`src/rtl/reg_array_load_sched.sv`:
```
// Read-address sequencer that fills the reg_array FIFO with 3x3 windows of a P x P picture,
// sending a full 9-word window at the start of each window row and 3 new words per slide.
module reg_array_load_sched #(
  parameter int AW = 12
) (
  input  logic          SYS_CLK,
  input  logic          SYS_RST,
  input  logic          START,
  input  logic [7:0]    PIC_SIZE,
  input  logic [AW-1:0] BASE_ADDR,
  input  logic          REG_ARRAY_FULL,
  input  logic          REC_RDATA,
  output logic [AW-1:0] RADDR,
  output logic          RADDR_VLD,
  output logic [3:0]    NUM_RDATA,
  output logic          BUSY,
  output logic          DONE
);

  typedef enum logic [2:0] {
    S_IDLE, S_CHECK, S_ISSUE, S_WAIT_REC, S_NEXT, S_FIN
  } state_t;

  state_t        r_state;
  state_t        w_state_nxt;
  logic [7:0]    r_p;
  logic [AW-1:0] r_row_base;
  logic [7:0]    r_win_x;
  logic [7:0]    r_win_y;
  logic [3:0]    r_num;
  logic [3:0]    r_k;
  logic [1:0]    r_r;
  logic [7:0]    r_c;
  logic [AW-1:0] r_rowptr;
  logic [AW-1:0] r_raddr;
  logic          r_raddr_vld;
  logic          r_busy;
  logic          r_done;

  logic [AW-1:0] w_p_ext;
  logic          w_x_more;
  logic          w_y_more;
  logic [7:0]    w_col0;
  logic          w_last_word;
  logic          w_wrap;
  logic [AW-1:0] w_rowptr_nx;
  logic [7:0]    w_col_nx;

  // Window-position tests are done in 9 bits so that P < 3 simply reports "no window left".
  assign w_p_ext     = AW'(r_p);
  assign w_x_more    = ({1'b0, r_win_x} + 9'd3) < {1'b0, r_p};
  assign w_y_more    = ({1'b0, r_win_y} + 9'd3) < {1'b0, r_p};
  assign w_col0      = (r_win_x == 8'd0) ? 8'd0 : (r_win_x + 8'd2);
  assign w_last_word = (r_k == (r_num - 4'd1));
  assign w_wrap      = (r_r == 2'd2);
  assign w_rowptr_nx = w_wrap ? r_row_base : (r_rowptr + w_p_ext);
  assign w_col_nx    = w_wrap ? (r_c + 8'd1) : r_c;

  // State register.
  always_ff @(posedge SYS_CLK) begin
    if (SYS_RST) begin
      r_state <= S_IDLE;
    end else begin
      r_state <= w_state_nxt;
    end
  end

  // Next-state logic; a picture smaller than 3 passes through NEXT, which finds no window and ends the scan.
  always_comb begin
    w_state_nxt = r_state;
    case (r_state)
      S_IDLE: begin
        if (START) begin
          w_state_nxt = (PIC_SIZE < 8'd3) ? S_NEXT : S_CHECK;
        end else begin
          w_state_nxt = S_IDLE;
        end
      end
      S_CHECK: begin
        if (!REG_ARRAY_FULL) begin
          w_state_nxt = S_ISSUE;
        end else begin
          w_state_nxt = S_CHECK;
        end
      end
      S_ISSUE: begin
        if (w_last_word) begin
          w_state_nxt = S_WAIT_REC;
        end else begin
          w_state_nxt = S_ISSUE;
        end
      end
      S_WAIT_REC: begin
        if (REC_RDATA) begin
          w_state_nxt = S_NEXT;
        end else begin
          w_state_nxt = S_WAIT_REC;
        end
      end
      S_NEXT: begin
        if (w_x_more || w_y_more) begin
          w_state_nxt = S_CHECK;
        end else begin
          w_state_nxt = S_FIN;
        end
      end
      S_FIN:   w_state_nxt = S_IDLE;
      default: w_state_nxt = S_IDLE;
    endcase
  end

  // Scan position and address generation; row offsets accumulate P instead of multiplying.
  always_ff @(posedge SYS_CLK) begin
    if (SYS_RST) begin
      r_p        <= 8'd0;
      r_row_base <= '0;
      r_win_x    <= 8'd0;
      r_win_y    <= 8'd0;
      r_num      <= 4'd9;
      r_k        <= 4'd0;
      r_r        <= 2'd0;
      r_c        <= 8'd0;
      r_rowptr   <= '0;
      r_raddr    <= '0;
    end else begin
      case (r_state)
        S_IDLE: begin
          if (START) begin
            r_p        <= PIC_SIZE;
            r_row_base <= BASE_ADDR;
            r_win_x    <= 8'd0;
            r_win_y    <= 8'd0;
          end
        end
        S_CHECK: begin
          if (!REG_ARRAY_FULL) begin
            r_k      <= 4'd0;
            r_r      <= 2'd0;
            r_c      <= w_col0;
            r_rowptr <= r_row_base;
            r_raddr  <= r_row_base + AW'(w_col0);
          end
        end
        S_ISSUE: begin
          if (!w_last_word) begin
            r_k      <= r_k + 4'd1;
            r_r      <= w_wrap ? 2'd0 : (r_r + 2'd1);
            r_c      <= w_col_nx;
            r_rowptr <= w_rowptr_nx;
            r_raddr  <= w_rowptr_nx + AW'(w_col_nx);
          end
        end
        S_NEXT: begin
          if (w_x_more) begin
            r_win_x <= r_win_x + 8'd1;
            r_num   <= 4'd3;
          end else if (w_y_more) begin
            r_win_x    <= 8'd0;
            r_win_y    <= r_win_y + 8'd1;
            r_row_base <= r_row_base + w_p_ext;
            r_num      <= 4'd9;
          end else begin
            r_win_x <= 8'd0;
            r_num   <= 4'd9;
          end
        end
        default: begin
          r_k <= r_k;
        end
      endcase
    end
  end

  // Status outputs registered from the upcoming state so they align with that state.
  always_ff @(posedge SYS_CLK) begin
    if (SYS_RST) begin
      r_raddr_vld <= 1'b0;
      r_busy      <= 1'b0;
      r_done      <= 1'b0;
    end else begin
      r_raddr_vld <= (w_state_nxt == S_ISSUE);
      r_busy      <= (w_state_nxt != S_IDLE);
      r_done      <= (w_state_nxt == S_FIN);
    end
  end

  assign RADDR     = r_raddr;
  assign RADDR_VLD = r_raddr_vld;
  assign NUM_RDATA = r_num;
  assign BUSY      = r_busy;
  assign DONE      = r_done;

endmodule

```
`config.mk`:
```
export PLATFORM = sky130hd
export DESIGN_NAME = reg_array_load_sched
export DESIGN_NICKNAME = d
export VERILOG_FILES = /design/src/rtl/reg_array_load_sched.sv
export SDC_FILE = /design/constraint.sdc
export NUM_CORES = 1
export LEC_CHECK = 0
export ABC_AREA = 1
export BUFFER_PORTS_ARGS = -buffer_cell sky130_fd_sc_hd__buf_2
export CORE_ASPECT_RATIO = 1.25
export CORE_MARGIN = 5
export CORE_UTILIZATION = 30
export CTS_CLUSTER_DIAMETER = 50
export CTS_CLUSTER_SIZE = 20
export DETAILED_ROUTE_END_ITERATION = 6
export PLACE_DENSITY_LB_ADDON = 0.3
export SLEW_MARGIN = 30
export SYNTH_ARGS = -nofsm -noshare
export SYNTH_HDL_FRONTEND = slang
export SYNTH_SLANG_ARGS = --single-unit
```
`constraint.sdc`:
```
create_clock -name SYS_CLK -period 3.4 [get_ports SYS_CLK]
set_clock_uncertainty 0.15 [all_clocks]
set_input_delay 0.51 -clock SYS_CLK [delete_from_list [all_inputs] [get_ports SYS_CLK]]
set_output_delay 0.51 -clock SYS_CLK [all_outputs]
set_load 0.01 [all_outputs]
```
Word level (Yosys, flattened, before mapping)
Cells that the tools add are included.
- $lt $le $gt $ge: 3
- mux-type cells: 37
- equal/unequal tests: 13
- add/subtract/negate cells: 13
- reductions and logical operators: 10
- operators with widths (operator ; count):
    $mux W12 ; 8
    $pmux W12 S2 ; 3
    $mux W8 ; 8
    $add A12 B8 Y12 ; 4
    $pmux W8 S2 ; 3
    $add A8 B1 Y8 const B ; 3
    $add A8 B2 Y9 const B ; 2
    $lt A9 B8 Y1 ; 2
    $pmux W3 S5 ; 1
    $mux W3 ; 4
    $mux W4 ; 3
    $ne A2 B2 Y1 const B ; 5
    $eq A3 B2 Y1 const B ; 3
    $add A8 B2 Y8 const B ; 1
    $logic_not A8 Y1 ; 1
    $lt A8 B2 Y1 const B ; 1
    $mux W2 ; 4
    $pmux W4 S2 ; 1
    $eq A3 B3 Y1 const B ; 2
    $add A4 B1 Y4 const B ; 1
    $eq A4 B4 Y1 ; 1
    $pmux W2 S2 ; 1
    $reduce_and A2 Y1 ; 2
    $reduce_and A4 Y1 ; 1
    10 further kinds ; 11
- register bits after elaboration: 84

Depth between registers and ports, before layout
Gate-level depths: netlist (run 1).
- depth in word-level cells: 6
- mapped depth: 22
- mapped depth without buffers: 22

Worst setup path before layout (run 1)
Ideal clock, no wire load.
- path kind: register to register
- start point: register r_p[0]
- end point: register r_raddr[11], in the netlist RADDR[11]
- clock period less this slack: 3.053 ns
- slack: 0.347 ns
- arrival time: 2.771 ns
- path buffers: 0
- setup time: 0.132 ns
- required time: 3.118 ns
- cell stages (with the launch flop): 22
- cell sequence: dfxtp_1 > ha_1 > fa_1 > nand2_1 > nand2_1 > a31oi_1 > xor2_1 > a21oi_1 > ha_1 > nand2_1 > nor3_1 > nand2_1 > nand2_1 > nand2_1 > nand2_1 > nand3_1 > nor2_1 > nand2_1 > nand2_1 > nand3_1 > nand2_1 > a21oi_1
- word-level cells in the longest chain between the ends: 5
- RTL lines (element ; RTL line ; source):
    start: declaration ; 26 ; logic [7:0] r_p;
    start signal: assignment ; 115 ; r_p <= 8'd0;
    start signal: assignment ; 129 ; r_p <= PIC_SIZE;
    $add A12 B8 Y12 ; 56 ; assign w_rowptr_nx = w_wrap ? r_row_base : (r_rowptr + w_p_ext);
    $mux W12 ; 56 ;
    $add A12 B8 Y12 ; 150 ; r_raddr <= w_rowptr_nx + AW'(w_col_nx);
    $mux W12 ; 145 ; if (!w_last_word) begin
    $pmux W12 S2 ; 126 ; case (r_state)
    end signal: assignment ; 141 ; r_raddr <= r_row_base + AW'(w_col0);
    end signal: assignment ; 150 ;
    end: declaration ; 35 ; logic [AW-1:0] r_raddr;
No other way between the ends. The select of a mux whose other input is x is not followed.
A chain may end at the register's enable or synchronous reset.

Worst setup path after layout (run 1)
- start point: register r_p[0]
- end point: register r_raddr[10], in the netlist RADDR[10]
The elaborated chain is that of the path after synthesis.

==> results of run 1 <==
flip-flops by register name, indices dropped and copies added (netlist names):
signal / count
NUM_RDATA: 2
r_r: 2
r_row_base: 12
r_state: 3
r_win_y: 8
RADDR_VLD: 1
r_c: 8
BUSY: 1
RADDR: 12
DONE: 1
r_k: 4
r_rowptr: 12
r_win_x: 8
r_p: 8
repair_timing:
item,in CTS,in global routing
resized for setup,0,27
buffers inserted,0,0
setup endpoints to repair,0,5
cells by family (layout without fill, tap and decap cells):
logic type                 Yosys count  after routing  share of synthesized area (%)
AOI/OAI and AO/OA                  222            222                           18.6
xor gates and xnor gates            45             45                           6.01
adders and majority gates           58             58                           11.5
buffers and inverters              163            207                           9.95
DFF                                 82             82                           25.0
muxes                                1              1                          0.153
other                                2              2                          0.115
and+or+nand+nor                    422            422                           28.6
final cells by class:
class | count | area (µm²)
timing repair buffer | 66 | 393
clock buffer | 11 | 233
inverter | 125 | 469
multi-input combinational | 750 | 4390
clock inverter | 5 | 103
tap | 279 | 349
fill | 2332 | 14000
sequential | 82 | 1640
routing by layer:
layer  vias up  GRT usage, %
met3        28          2.21
met4         0          5.60
met2       140          28.5
li1       3356             -
met5         -             0
met1      3033          20.1
final timing paths:
kind / from / end / slack, ps / cells after the start
setup / recovery: r_p[0]$_SDFFE_PP0P_ / RADDR[10]$_SDFFE_PP0P_ / 240 / 17
hold / removal: PIC_SIZE[0] / r_p[0]$_SDFFE_PP0P_ / 300 / 3
setup reg to reg: r_p[0]$_SDFFE_PP0P_ / RADDR[10]$_SDFFE_PP0P_ / 240 / 17
hold reg to reg: r_win_y[5]$_SDFFE_PP0P_ / r_win_y[5]$_SDFFE_PP0P_ / 320 / 2
power groups by stage:
stage	Clock [mW]	Combinational, mW	Sequential (mW)
after floorplan	0	0.568	1.10
after global placement	0	0.788	1.12
after detailed placement	0	0.788	1.12
after CTS	1.18	0.794	1.10
after global routing	1.22	0.943	1.11
final	1.15	0.830	1.10
placed cells by master (no fill, tap or decap), drive strengths merged, types with 3 or more instances in the layout:
cell type / instances
ha: 54
bufinv: 3
o21ai: 70
nor3: 13
clkbuf: 11
xnor2: 12
nand4: 18
dfxtp: 82
inv: 124
a21o: 4
nand2: 229
a31oi: 14
o21a: 3
buf: 66
nand3b: 3
o21bai: 3
o211ai: 7
nor2: 100
or2: 3
nor4: 5
nand3: 49
a21oi: 107
fa: 4
xor2: 33
worst max-delay path: cells and delay by family (launching register included):
| family | cells | cell delay [ps] |
|---|---|---|
| flip-flops | 1 | 330 |
| adder cells (fa/ha/maj) | 3 | 860 |
| AND/OR/NAND/NOR | 9 | 1080 |
| XOR/XNOR | 1 | 180 |
| buffers and inverters | 1 | 120 |
| AO/OA/AOI/OAI | 3 | 320 |
stage by stage:
stage               instance area, µm²  std cells  worst slack (ps)  hold slack [ps]  power [mW]
CTS                               7450       1318              91.8              288        3.07
finish                            7580       1318               238              304        3.09
floorplan                         6550        995               347              289        1.67
global route                      7580       1318              8.59              294        3.27
global placement                  7110       1302               198              305        1.91
detailed placement                7110       1302               118              309        1.91
==> impl_metrics.yaml, run 1 <==
global_route:
  first_global_vias: 6381
  grt_max_degree: 48
  antenna_found_initial: 0
  grt_pass1_wl_mm: 32.5
  gr-total-overflow: 0
  grt_usage_pct: 16.2
place:
  dpl.hpwl_mm: 14.9
  io_buffer_count: 41
  gp_congestion: 0.905
synthesis:
  synth_edf_count: 0
  synth_area_leader_cell: "dfxtp_1"
  syn_inst: 995
  synth_seq_cells: 82
  synthesis.area_mm2: 0.00655
  synth_nets: 1078
  synthTopCellsByArea: "dfxtp_1 25%, nand2_1 12%, ha_1 10%, a21oi_1 8.2%, inv_1 6.7%"
  ys_async_sr_fraction_pct: 0
  ys_types: 50
  synth_top_area_share_pct: 25.0
  yosys_warnings: 0
  yosysMostFrequentCell: "nand2_1"
  ys_seq_area_share_pct: 25.0
  synth_common_cells: "218 x nand2_1, 117 x inv_1, 107 x a21oi_1, 94 x nor2_1, 82 x dfxtp_1"
  ys.flop_type: "dfxtp_1"
  syn_avg_cell_area_um2: 6.59
cells_and_area:
  nNetsFinal: 1117
  final_util_pct: 35.2
  drive_gt1_share_pct: 13.2
  antenna_cells: 0
  area_growth_pct: 15.6
pwr:
  powerDensity_mw_per_mm2: 408
  switching_power_mw: 1.04
  power_frac_clock_pct: 37.4
  internal_power_mw: 2.05
  ir_drop_uv: 192
  power_frac_seq_pct: 35.7
  pwr-share-comb_pct: 26.9
  leakage_nw: 3.40
  netSwitchingFraction_pct: 33.6
floorplanning:
  rows: 60
  die_w_um: 142
  die_h_um: 175
  core_mm2: 0.0215
  initial_core_util_pct: 30.4
  io_pins: 44
  die-area_mm2: 0.0249
detailed_routing:
  post_drt_wl_per_cell_um: 15.2
  vias: 6557
  drt-total-wl_mm: 20.1
  remaining_drc_errors: 0
  drt-initial-drc-count: 298
  wl_met2_mm: 9.95
  routed.top_layer: "met4"
  route.met3.wl_um: 690
  ant_nets: 0
  drt-met1-wl_mm: 8.91
  viasPerCell: 4.97
  drt-pass1-iter-count: 5
worst_setup_path:
  path_class: "flop to flop"
  worst_setup_path_end_kind: "flop"
  path_max_fanout: 3
  crit_path_top_delay_cell: "fa_2"
  critPathMaxStageDelay_ps: 350
  cp.arrival_ps: 3250
  crit_chain: "ha_2 > fa_2 > nand2_2 > nand2_2 > a31oi_2 > xor2_1 > a21oi_2 > ha_1 > buf_4 > nand2_1 > nor3_1 > nor2_1 > or2_2 > nor2_1 > nand2_1 > nand3_1 > a21oi_1"
  crit_required_ps: 3490
  critPathLaunchType: "flop"
run:
  maxCapViolCount: 0
timing:
  fmax_mhz: 316
  fin_crit_sh_pct: 93.0
  slew_viol_final: 0
  finalHoldViolations: 0
  fin_setup_tns_ps: 0
  relSlewSlack_pct: 49.0
  worst_pin_slew_ps: 761
  rsz0062_at_grt: "false"
  fin_crit_ps: 3160
  setup_viol: 0
clock_tree:
  cts_buffer_depth: 2
  cts_tree: "yes"
  cts_buffers: 9
  htreeDepth: 3
  clock_latency_ps: 350
  path_clk_slew_ps: 70
  cts_hold_buffers: 0
  cts_sinks: 82
  cts-root-buf: "clkbuf_16"
hold_path:
  hp-class: "primary input to flop"
status:
  status: "completed"
No activity file was read; power rests on OpenSTA's default activity.
==> inputs of run 2 (changes only) <==
Settings changed: RECOVER_POWER set to 100.
==> impl_metrics.yaml, run 2 (synthesis gave the netlist of run 1 again) <==
status:
  status: "completed"
pwr:
  switching_power_mw: 1.03
  leakage_nw: 3.32
  ir_drop_uv: 186
  netSwitchingFraction_pct: 33.6
  internal_power_mw: 2.04
  power_frac_seq_pct: 35.9
  powerDensity_mw_per_mm2: 411
  pwr-share-comb_pct: 26.5
  power_frac_clock_pct: 37.6
timing:
  fin_crit_sh_pct: 93.0
  worst_pin_slew_ps: 1330
  relSlewSlack_pct: 11.3
  fmax_mhz: 316
  slew_viol_final: 0
  setup_viol: 0
  fin_setup_tns_ps: 0
  fin_crit_ps: 3160
  finalHoldViolations: 0
  rsz0062_at_grt: "false"
floorplanning:
  io_pins: 44
  core_mm2: 0.0215
  die-area_mm2: 0.0249
  die_h_um: 175
  rows: 60
  die_w_um: 142
  initial_core_util_pct: 30.4
hold_path:
  worstHoldStart: "PIC_SIZE[0]"
  hp-class: "primary input to flop"
run:
  maxCapViolCount: 0
clock_tree:
  cts_sinks: 82
  htreeDepth: 3
  path_clk_slew_ps: 60
  cts_buffers: 9
  clock_latency_ps: 350
  cts_buffer_depth: 2
  postCtsSetupRepairBufs: 0
  cts_tree: "yes"
  cts-root-buf: "clkbuf_16"
worst_setup_path:
  worst_setup_path_end_kind: "flop"
  crit_path_top_delay_cell: "fa_2"
  path_max_fanout: 3
  path_class: "flop to flop"
  r2r_start: "r_p[0]$_SDFFE_PP0P_"
  crit_required_ps: 3490
  critPathLaunchType: "flop"
  crit_start: "r_p[0]$_SDFFE_PP0P_"
  cp.arrival_ps: 3260
  critPathMaxStageDelay_ps: 350
  critPathBufInv: 1
  crit_chain: "ha_2 > fa_2 > nand2_2 > nand2_2 > a31oi_2 > xor2_1 > a21oi_2 > ha_1 > buf_4 > nand2_1 > nor3_1 > nor2_1 > or2_2 > nor2_1 > nand2_1 > nand3_1 > a21oi_1"
  cp_top_family: "simple AND/OR/NAND/NOR gates"
cells_and_area:
  antenna_cells: 0
  nNetsFinal: 1117
  area_growth_pct: 14.2
  final_cell_area_mm2: 0.00749
  drive_gt1_share_pct: 10.2
  final_common_cell: "nand2_1"
  final_cell_mix: "219 x nand2_1, 119 x inv_1, 103 x a21oi_1, 94 x nor2_1, 81 x dfxtp_1"
  final_util_pct: 34.8
detailed_routing:
  remaining_drc_errors: 0
  drt-total-wl_mm: 20.1
  ant_nets: 0
  viasPerCell: 4.96
  post_drt_wl_per_cell_um: 15.2
  drt-pass1-iter-count: 5
  drt-initial-drc-count: 301
  vias: 6540
global_route:
  gr-total-overflow: 0
  grt_max_degree: 48
  first_global_vias: 6381
  grt_usage_pct: 16.2
  grt_pass1_wl_mm: 32.5
  antenna_found_initial: 0
place:
  gp_congestion: 0.905
  placed_cell_area_mm2: 0.00711
  dpl.hpwl_mm: 14.9
  io_buffer_count: 41
## run 2: cell types whose count changed in the layout (fill, tap and decap cells not counted), sizes merged
cell	before	now
buf	66	46
clkbuf	11	31
## run 2: through the flow
stage | std cells | total power [mW] | hold slack (ps) | setup slack [ps]
2_1_floorplan | 995 | 1.67 | 289 | 347
3_3_place_gp | 1302 | 1.91 | 305 | 198
3_5_place_dp | 1302 | 1.91 | 309 | 118
4_1_cts | 1318 | 3.07 | 288 | 91.8
5_1_grt | 1318 | 3.26 | 294 | 8.99
6_report | 1318 | 3.07 | 306 | 237
## run 2: final timing paths
check,endpoint,slack (ps),cells past startpoint
setup / recovery,RADDR[10]$_SDFFE_PP0P_,240,17
hold / removal,r_p[0]$_SDFFE_PP0P_,310,3
setup reg to reg,RADDR[10]$_SDFFE_PP0P_,240,17
hold reg to reg,r_win_y[5]$_SDFFE_PP0P_,320,2
## run 2: layer usage
metal	vias to the layer above	part of all wire, %	track usage, %
met5	-	0	0
met4	0	2.6	5.60
met3	28	3.5	2.21
met2	141	50	28.5
met1	3020	44	20.1
li1	3351	-	-
## run 2: worst reg2reg max path: stages, from the launching register on
cell     delay [ps]
dfxtp_1         330
ha_2            220
fa_2            350
nand2_2          90
nand2_2          80
a31oi_2         180
xor2_1          180
a21oi_2          80
ha_1            290
buf_4           120
nand2_1          60
nor3_1          190
nor2_1           90
or2_2           320
nor2_1          100
nand2_1          60
nand3_1          90
a21oi_1          60
## run 2: power by group through the flow
stage	combinational [mW]	clock, mW	sequential, mW
after floorplan	0.568	0	1.10
after global placement	0.788	0	1.12
after detailed placement	0.788	0	1.12
after CTS	0.794	1.18	1.10
after global routing	0.928	1.22	1.11
final	0.814	1.16	1.10
## run 2: layout make-up
cell class / instances / area (µm²)
Tap cell: 279 / 349
Timing Repair Buffer: 66 / 360
Fill cell: 2349 / 14100
Multi-Input combinational cell: 750 / 4330
Inverter: 125 / 469
Clock buffer: 11 / 233
Sequential cell: 82 / 1640
Clock inverter: 5 / 103
## run 2: repair_timing
| action | CTS | global route |
|---|---|---|
| hold buffers | 0 | 0 |
| endpoints found under the setup margin | 0 | 5 |
| gates resized for setup | 0 | 27 |
==> inputs of run 3 (changes only) <==
Settings changed: ABC_AREA 1 to 0, CORE_UTILIZATION 30 to 40.
==> impl_metrics.yaml, run 3 <==
run:
  maxCapViolCount: 0
clock_tree:
  cts_tree: "yes"
  cts_buffer_depth: 2
  cts_sinks: 82
  cts_hold_buffers: 0
  htreeDepth: 3
  path_clk_slew_ps: 70
  clock_latency_ps: 360
  cts-root-buf: "clkbuf_16"
  cts_buffers: 9
synthesis:
  syn_avg_cell_area_um2: 7.75
  synth_edf_count: 0
  ys_types: 74
  yosysMostFrequentCell: "nand2_1"
  ys_seq_area_share_pct: 25.7
  ys_async_sr_fraction_pct: 0
  yosys_warnings: 0
  syn_inst: 823
  synth_seq_cells: 82
  synthesis.area_mm2: 0.00638
  synth_nets: 906
  ys.flop_type: "dfxtp_1"
  synth_top_area_share_pct: 25.7
  synthTopCellsByArea: "dfxtp_1 26%, ha_1 11%, nand2_1 5.7%, a21oi_1 5.4%, nor2_1 4.2%"
  synth_area_leader_cell: "dfxtp_1"
  synth_common_cells: "97 x nand2_1, 82 x dfxtp_1, 72 x nor2_1, 69 x a21oi_1"
worst_setup_path:
  path_max_fanout: 5
  r2r_start: "r_win_x[0]$_SDFFE_PP0P_"
  crit_chain: "inv_1 > ha_2 > or4b_4 > nor4_4 > buf_4 > nor2_1 > ha_1 > buf_4 > nor2b_1 > o21ai_1 > a21o_1 > a211oi_2 > mux2i_1 > o21ai_1 > nand3_1"
  r2r_end: "RADDR[10]$_SDFFE_PP0P_"
  r2r_slack_ps: 200
  critPathLaunchType: "flop"
  r2r_cells: 15
  crit_start: "r_win_x[0]$_SDFFE_PP0P_"
  path_class: "flop to flop"
  crit_required_ps: 3480
  worst_setup_path_end_kind: "flop"
  critPathBufInv: 3
  critPathMaxStageDelay_ps: 470
  crit_path_top_delay_cell: "or4b_4"
  cp.arrival_ps: 3280
  cp_top_family: "simple AND/OR/NAND/NOR gates"
cells_and_area:
  antenna_cells: 0
  nNetsFinal: 988
  final_cell_mix: "97 x nand2_1, 80 x dfxtp_1, 78 x buf_4, 68 x nor2_1, 66 x a21oi_1"
  final_util_pct: 49.6
  area_growth_pct: 21.5
  ff_latch_area_mm2: 0.00164
  fillers: 1536
  multi_input_area_mm2: 0.00454
  stdcell_count: 1122
  drive_gt1_share_pct: 18.6
  final_common_cell: "nand2_1"
global_route:
  antenna_found_initial: 0
  grt.busiest_layer: "met2"
  grt_max_degree: 31
  first_global_vias: 6052
  grt_util_met3_pct: 2.88
  grt_pass1_wl_mm: 30.4
  grtUsageMet2_pct: 36.4
  gr-total-overflow: 0
  use_met1_pct: 25.7
  grt_usage_pct: 20.7
timing:
  fin_ws_ps: 202
  hold_slack_ps: 246
  fin_crit_ps: 3200
  slew_viol_final: 0
  fin_crit_sh_pct: 94.1
  setup_viol: 0
  rsz0062_at_grt: "true"
  fin_setup_tns_ps: 0
  finalHoldViolations: 0
  relSlewSlack_pct: 50.0
  worst_pin_slew_ps: 748
  fmax_mhz: 313
floorplanning:
  io_pins: 44
  die_h_um: 151
  die-area_mm2: 0.0186
  initial_core_util_pct: 40.8
  core_mm2: 0.0156
  die_w_um: 123
  rows: 51
detailed_routing:
  remaining_drc_errors: 0
  ant_nets: 0
  drt-initial-drc-count: 376
  drt-pass1-iter-count: 6
  drt-total-wl_mm: 18.8
  vias: 6313
  post_drt_wl_per_cell_um: 16.8
  viasPerCell: 5.63
pwr:
  leakage_nw: 3.10
  ir_drop_uv: 180
  powerDensity_mw_per_mm2: 377
place:
  dp_slack_ps: -123
  io_buffer_count: 41
  dpl.hpwl_mm: 14.2
  place_inst: 1100
  gp_congestion: 0.933
hold_path:
  holdPathEnd: "r_p[5]$_SDFFE_PP0P_"
  hp-class: "primary input to flop"
  worstHoldStart: "PIC_SIZE[5]"
  hold-path-cell-count: 3
status:
  status: "completed"
-- run 3: cell count changes after synthesis, sizes merged, moves of 12 or more --
cell and delta:
nand2 -132, xor2 -16, inv -85, xnor2 +18
a21oi -38, o21ai -12, a311oi +13, nand3 -28
nor2 -28, a211oi +15
-- run 3: worst register-to-register path, delay by kind of cell, from the launching register on --
family	cells	cell delay, ps
AOI/OAI and AO/OA	4	750
adders and majority gates	2	470
buffers and inverters	3	370
DFF	1	310
muxes	1	120
and+or+nand+nor	5	910
-- run 3: per-layer routing --
layer	up-vias	wire, µm
li1	3157	-
met1	2964	8170
met2	158	9300
met3	34	824
met4	0	529
met5	-	0
-- run 3: layout make-up --
| cell class | count | share of cell area, % |
|---|---|---|
| Clock buffer | 9 | 2.90 |
| Clock inverter | 7 | 1.82 |
| Inverter | 39 | 1.89 |
| Multi-Input combinational cell | 652 | 58.5 |
| Sequential cell | 82 | 21.2 |
| Tap cell | 212 | 3.42 |
| Timing Repair Buffer | 121 | 10.2 |
-- run 3: worst max path at each step --
stage / depth (start not counted) / slack (ps) / to
final: 15 / 200 / RADDR[10]$_SDFFE_PP0P_
after CTS: 14 / 1 / RADDR[10]$_SDFFE_PP0P_
after floorplan: 13 / 10 / RADDR[11]$_SDFFE_PP0P_
after global placement: 13 / -70 / RADDR[11]$_SDFFE_PP0P_
after detailed placement: 13 / -120 / RADDR[9]$_SDFFE_PP0P_
after global routing: 15 / -90 / RADDR[6]$_SDFFE_PP0P_
-- run 3: metrics by stage --
stage / instance area [µm²] / power [mW]
final: 7750 / 2.92
after global routing: 7750 / 3.06
after CTS: 7630 / 2.92
after detailed placement: 7210 / 1.68
after global placement: 7210 / 1.68
after floorplan: 6390 / 1.46
-- run 3: logic make-up after synthesis --
family	after synthesis	synth area share, %
AO/OA/AOI/OAI	258	28.0
XOR/XNOR	47	6.45
adder cells (fa/ha/maj)	58	11.8
buffers and inverters	89	5.90
flip-flops	82	25.7
multiplexers	5	0.784
other	2	0.118
AND/OR/NAND/NOR	282	21.1
-- run 3: what timing repair did --
action / 4_1_cts / 5_1_grt
buffers inserted: 2 / 4
resized for setup: 12 / 29
endpoints found under the setup margin: 3 / 7
pin swaps: 5 / 21
-- run 3: power breakdown --
group | switching, mW | total, mW | internal [mW]
combinational | 0.352 | 0.604 | 0.252
sequential | 0.0676 | 1.08 | 1.01
clock | 0.446 | 1.24 | 0.793
